<file path="src/rtl/if_prefetch_queue_pkg.sv">
// Shared constants for the instruction-fetch prefetch queue.
package if_prefetch_queue_pkg;

    localparam logic [31:0] RV32_NOP = 32'h0000_0013;
    localparam int unsigned PC_INC   = 4;

endpackage

</file>
<file path="src/rtl/if_prefetch_queue_sync_fifo.sv">
// Synchronous FIFO with flush and occupancy count; simultaneous push/pop allowed when full.
module sync_fifo #(
    parameter int unsigned WIDTH = 32,
    parameter int unsigned DEPTH = 4
) (
    input  logic                     i_clk,
    input  logic                     i_rst,
    input  logic                     i_flush,
    input  logic                     i_push,
    input  logic [WIDTH-1:0]         i_wdata,
    input  logic                     i_pop,
    output logic [WIDTH-1:0]         o_rdata,
    output logic [$clog2(DEPTH):0]   o_count
);

    localparam int unsigned AW = $clog2(DEPTH);
    localparam int unsigned CW = AW + 1;

    logic [WIDTH-1:0] r_mem [DEPTH];
    logic [AW-1:0]    r_wptr;
    logic [AW-1:0]    r_rptr;
    logic [CW-1:0]    r_count;
    logic             w_push;
    logic             w_pop;

    assign w_pop  = i_pop && (r_count != '0);
    assign w_push = i_push && ((r_count != CW'(DEPTH)) || w_pop);

    // Pointers wrap naturally because DEPTH is a power of two.
    always_ff @(posedge i_clk or posedge i_rst) begin
        if (i_rst) begin
            r_wptr  <= '0;
            r_rptr  <= '0;
            r_count <= '0;
        end else if (i_flush) begin
            r_wptr  <= '0;
            r_rptr  <= '0;
            r_count <= '0;
        end else begin
            if (w_push) r_wptr <= r_wptr + AW'(1);
            if (w_pop)  r_rptr <= r_rptr + AW'(1);
            r_count <= r_count + CW'(w_push) - CW'(w_pop);
        end
    end

    always_ff @(posedge i_clk) begin
        if (w_push && !i_flush) r_mem[r_wptr] <= i_wdata;
    end

    assign o_rdata = r_mem[r_rptr];
    assign o_count = r_count;

endmodule

</file>
<file path="src/rtl/if_prefetch_queue.sv">
// Instruction prefetch queue: credit-limited fetch requests, in-order PC tagging,
// registered instruction queue toward decode, and redirect flush with response dropping.
module if_prefetch_queue
    import if_prefetch_queue_pkg::*;
#(
    parameter int unsigned XLEN       = 32,
    parameter logic [XLEN-1:0] RESET_ADDR = 32'h0000_0000,
    parameter int unsigned DEPTH      = 4
) (
    input  logic                      i_clk,
    input  logic                      i_rst,
    input  logic                      i_pc_redirect,
    input  logic [XLEN-1:0]           i_pc_redirect_target,
    output logic                      o_imem_req,
    output logic [XLEN-1:0]           o_imem_raddr,
    input  logic                      i_imem_ready,
    input  logic                      i_imem_valid,
    input  logic [XLEN-1:0]           i_imem_rdata,
    output logic                      o_valid,
    input  logic                      i_ready,
    output logic [XLEN-1:0]           o_inst,
    output logic [XLEN-1:0]           o_fetch_pc,
    output logic [XLEN-1:0]           o_pc_plus_4,
    output logic [$clog2(DEPTH):0]    o_occupancy
);

    localparam int unsigned CW = $clog2(DEPTH) + 1;
    localparam int unsigned SW = CW + 1;

    logic [XLEN-1:0]   r_pc;
    logic [CW-1:0]     r_drop;
    logic [CW-1:0]     w_tag_count;
    logic [CW-1:0]     w_occupancy;
    logic [CW-1:0]     w_outstanding;
    logic [CW-1:0]     w_drop_reload;
    logic [XLEN-1:0]   w_tag_pc;
    logic [2*XLEN-1:0] w_head;
    logic              w_accept;
    logic              w_resp_keep;
    logic              w_pop;

    // Tagged requests plus still-to-drop responses are exactly the in-flight requests.
    assign w_outstanding = w_tag_count + r_drop;
    assign w_drop_reload = w_outstanding - CW'(i_imem_valid);

    assign o_imem_req  = !i_rst && !i_pc_redirect && (r_drop == '0) &&
                         ((SW'(w_outstanding) + SW'(w_occupancy)) < SW'(DEPTH));
    assign w_accept    = o_imem_req && i_imem_ready;
    assign w_resp_keep = i_imem_valid && (r_drop == '0) && !i_pc_redirect;
    assign w_pop       = o_valid && i_ready;

    always_ff @(posedge i_clk or posedge i_rst) begin
        if (i_rst) begin
            r_pc   <= RESET_ADDR;
            r_drop <= '0;
        end else if (i_pc_redirect) begin
            r_pc   <= i_pc_redirect_target;
            r_drop <= w_drop_reload;
        end else begin
            if (w_accept) r_pc <= r_pc + XLEN'(PC_INC);
            if (i_imem_valid && (r_drop != '0)) r_drop <= r_drop - CW'(1);
        end
    end

    sync_fifo #(
        .WIDTH (XLEN),
        .DEPTH (DEPTH)
    ) u_tag_fifo (
        .i_clk   (i_clk),
        .i_rst   (i_rst),
        .i_flush (i_pc_redirect),
        .i_push  (w_accept),
        .i_wdata (r_pc),
        .i_pop   (w_resp_keep),
        .o_rdata (w_tag_pc),
        .o_count (w_tag_count)
    );

    sync_fifo #(
        .WIDTH (2*XLEN),
        .DEPTH (DEPTH)
    ) u_inst_queue (
        .i_clk   (i_clk),
        .i_rst   (i_rst),
        .i_flush (i_pc_redirect),
        .i_push  (w_resp_keep),
        .i_wdata ({w_tag_pc, i_imem_rdata}),
        .i_pop   (w_pop),
        .o_rdata (w_head),
        .o_count (w_occupancy)
    );

    assign o_imem_raddr = r_pc;
    assign o_valid      = (w_occupancy != '0);
    assign o_occupancy  = w_occupancy;
    assign o_fetch_pc   = w_head[2*XLEN-1:XLEN];
    assign o_inst       = o_valid ? w_head[XLEN-1:0] : XLEN'(RV32_NOP);
    assign o_pc_plus_4  = o_fetch_pc + XLEN'(PC_INC);

endmodule

</file>
<file path="config.mk">
export PLATFORM = sky130hd
export DESIGN_NAME = if_prefetch_queue
export DESIGN_NICKNAME = d
export VERILOG_FILES = /design/src/rtl/if_prefetch_queue_pkg.sv /design/src/rtl/if_prefetch_queue_sync_fifo.sv /design/src/rtl/if_prefetch_queue.sv
export SDC_FILE = /design/constraint.sdc
export NUM_CORES = 1
export LEC_CHECK = 0
export ABC_AREA = 1
export BUFFER_PORTS_ARGS = -buffer_cell sky130_fd_sc_hd__buf_2
export CAP_MARGIN = 20
export CORE_ASPECT_RATIO = 1.5
export CORE_MARGIN = 10
export CORE_UTILIZATION = 53
export CTS_CLUSTER_DIAMETER = 80
export DETAILED_ROUTE_END_ITERATION = 12
export PLACE_DENSITY = 0.76
export SYNTH_ARGS = -nofsm -noshare
export SYNTH_HDL_FRONTEND = slang
export SYNTH_HIERARCHICAL = 1
export SYNTH_SLANG_ARGS = --single-unit
</file>
<file path="constraint.sdc">
create_clock -name i_clk -period 4.55 [get_ports i_clk]
set_clock_uncertainty 0.2 [all_clocks]
set_input_delay 0.455 -clock i_clk [delete_from_list [all_inputs] [get_ports i_clk]]
set_output_delay 0.455 -clock i_clk [all_outputs]
set_load 0.01 [all_outputs]
</file>
==> results.cfg <==
[grt]
antenna_found_initial = 0
overflow = 0
grt_max_degree = 80
grt_usage_pct = 20.8
grt_pass1_wl_mm = 73.7
grt_pass1_vias = 13600

[timing]
fmax_mhz = 228
setup_ws_ns = 0.157
fin_crit_ns = 4.39
hold_violations = 0
maxSlewViolCount = 0
tns_ns = 0
fin_crit_sh_pct = 96.5
rsz0062_at_grt = false
relSlewSlack_pct = 40.2
hold_ws_ns = 0.0107
tightest_slew_ns = 0.895
setup_viol = 0

[synth]
ys_top_cells_by_area = edfxtp_1, dfrtp_1, nor2_1
synth.largest_area_cell = edfxtp_1
synthCells = 1696
syn-num-nets = 1788
yosys.area.top_type_share_pct = 60.2
avgSynthCellArea_sq_um = 11.3
synth_cell_types = 42
synth_area_sq_mm = 0.0192
yosysWarnings = 6
seq_area_frac_synth_pct = 66.6
ys_seq_elements = 433

[floorplanning]
row_count = 85
die_x_microns = 175
start_util_pct = 53.5
num_io_pins = 203
die-area_sq_mm = 0.0443
fp.coreArea_sq_mm = 0.0358
die_h_microns = 253

[setup_path]
r2r_cells = 15
rr_endpoint = u_tag_fifo/r_mem[1][8]
cp.arrival_ns = 3.74
crit_path_end_kind = primary output
required_ns = 3.89
crit_path_start_kind = flip-flop
path_max_fanout = 33
reg2reg_slack_ns = 0.95
crit_start = u_inst_queue/r_rptr[1]
rr_startpoint = u_tag_fifo/o_count[0]
crit_end = o_pc_plus_4[29]
crit_type = flip-flop to primary output

[finish]
fin_util_pct = 62.8
drive_gt1_share_pct = 18.7
syn_to_final_growth_pct = 17.4
nNetsFinal = 2040
diodes = 0
fillCellCount = 2705
final_cell_area_sq_mm = 0.0225

[status]
status = complete, but fails checks
violations = DRC

[clock_network]
clk_pin_slew_ns = 0.06
clock-sinks = 433
cts_root_buf = clkbuf_16
cts.path.max_buffers = 3
cts.htree.levels = 2
cts_tree = built
postCtsSetupRepairBufs = 0
numCtsBuffers = 40
clkLatencyLatePin_ns = 0.55

[detailed_routing]
viasPerCell = 5.48
ant_nets = 0
drt-initial-drc-count = 1055
vias = 13500
route.detailed.drc = 1
first_pass_iters = 9
wire_per_inst_microns = 19.2
wl_mm = 47.3

[flow_run]
drv_cap = 0

[placement]
placed_cell_area_sq_mm = 0.0206
dp_hpwl_mm = 31.3
dp_slack_ns = 0.764
portBuffers = 202
gp_congestion = 0.973

[pwr]
peakVddDrop_mv = 0.254
power.density_mw_per_mm2 = 385
power_leakage_uw = 0.00870

[min_path]
hold_start = i_pc_redirect_target[26]
hold_class = input port to flip-flop
[flip-flops by register name, indices dropped and copies added (netlist names)]
| register | flops |
|---|---|
| u_tag_fifo/r_mem | 128 |
| u_inst_queue/r_rptr | 2 |
| u_inst_queue/o_count | 3 |
| u_tag_fifo/o_count | 3 |
| u_inst_queue/r_wptr | 2 |
| o_imem_raddr | 32 |
| u_tag_fifo/r_rptr | 2 |
| r_drop | 3 |
| u_inst_queue/r_mem | 256 |
| u_tag_fifo/r_wptr | 2 |
[placed cells by master (no fill, tap or decap), types with 15 or more instances in the layout]
cell type      netlist  routed
o22ai_1             86      86
dfrtp_1             49      47
o21ai_2             15      15
buf_4                9      20
xor2_1              28      28
inv_1              113     113
dlygate4sd3_1        0      55
nor2_1             312     304
nand2_1            255     255
nand3_1             57      57
buf_2               21     202
clkbuf_16            0      42
ha_1                19      19
nor2_4              13      17
edfxtp_1           384     384
o21ai_0            126     126
o21ai_1             60      60
[Yosys cell counts, drive strengths merged]
| library cell | count |
|---|---|
| a21oi | 3 |
| ha | 19 |
| nand3b | 12 |
| nand2 | 259 |
| nor2 | 334 |
| clkbuf | 25 |
| o21a | 1 |
| clkinv | 3 |
| o211ai | 1 |
| xnor2 | 13 |
| fa | 3 |
| or2 | 6 |
| nand3 | 60 |
| buf | 52 |
| nor3b | 1 |
| xor2 | 28 |
| o21bai | 1 |
| o22ai | 96 |
| edfxtp | 384 |
| nand4 | 11 |
| dfrtp | 49 |
| o21ai | 201 |
| nor3 | 16 |
| inv | 118 |
[power breakdown]
part | total (uW) | leakage [uW] | internal (uW) | switching (uW)
sequential | 4560 | 0.00407 | 4430 | 128
clock | 3330 | 0.000644 | 1900 | 1430
combinational | 773 | 0.00398 | 291 | 482
total | 8670 | 0.00870 | 6630 | 2040
[worst min-delay path by stage]
| stage | depth (start not counted) | to | slack [ns] |
|---|---|---|---|
| 6_report | 5 | o_imem_raddr[26] | 0.01 |
| 3_5_place_dp | 2 | u_tag_fifo/r_rptr[0] | 0.25 |
| 4_1_cts | 5 | o_imem_raddr[26] | 0.00002 |
| 3_3_place_gp | 2 | u_tag_fifo/r_rptr[0] | 0.24 |
| 2_1_floorplan | 1 | u_inst_queue/o_count[0] | 0.06 |
| 5_1_grt | 5 | o_imem_raddr[27] | 0.03 |
[area by class of cell]
cell class                      instances  area, sq um  area share, %
Sequential cell                       433        12800           56.7
Multi-Input combinational cell       1065         5470           24.3
Timing Repair Buffer                  287         1900           8.44
Clock buffer                           51         1100           4.91
Tap cell                              478          598           2.66
Inverter                              121          457           2.03
Clock inverter                         23          208          0.923
[worst max-delay path, stage by stage (launching register included)]
cell     delay [ns]
dfrtp_2        0.66
inv_2          0.35
buf_4          0.30
o21ai_2        0.08
o22ai_1        0.60
nand4_1        0.36
nor2_1         0.23
nand2_1        0.12
nor2_1         0.10
nand2_1        0.08
xnor2_1        0.13
buf_2          0.16
[metrics by stage]
stage / cells / power [uW]
6_report: 2458 / 8670
5_1_grt: 2458 / 8990
4_1_cts: 2457 / 8710
3_5_place_dp: 2328 / 5380
3_3_place_gp: 2327 / 5360
2_1_floorplan: 1696 / 5050
[cells by family (layout without fill, tap and decap cells)]
| logic type | Yosys count | count (layout) | share of synthesized area (%) |
|---|---|---|---|
| AOI/OAI and AO/OA | 303 | 303 | 9.20 |
| xor gates and xnor gates | 41 | 41 | 1.87 |
| adders and majority gates | 22 | 22 | 1.55 |
| buffers and inverters | 198 | 482 | 5.16 |
| DFF | 433 | 433 | 66.6 |
| and+or+nand+nor | 699 | 699 | 15.7 |
[layer usage]
layer  vias to the layer above  wire (microns)  track usage, %
met2                       546           24900            38.4
met5                         -               0               0
met1                      6449           18000            24.3
li1                       6376               -               -
met4                         0            1300            7.16
met3                        89            3120            2.83
[timing repair]
item,CTS,global route
hold buffers,55,0
gates resized for setup,0,1
setup endpoints to repair,0,2
hold endpoints to repair,199,0
No activity file was read; power rests on OpenSTA's default activity.
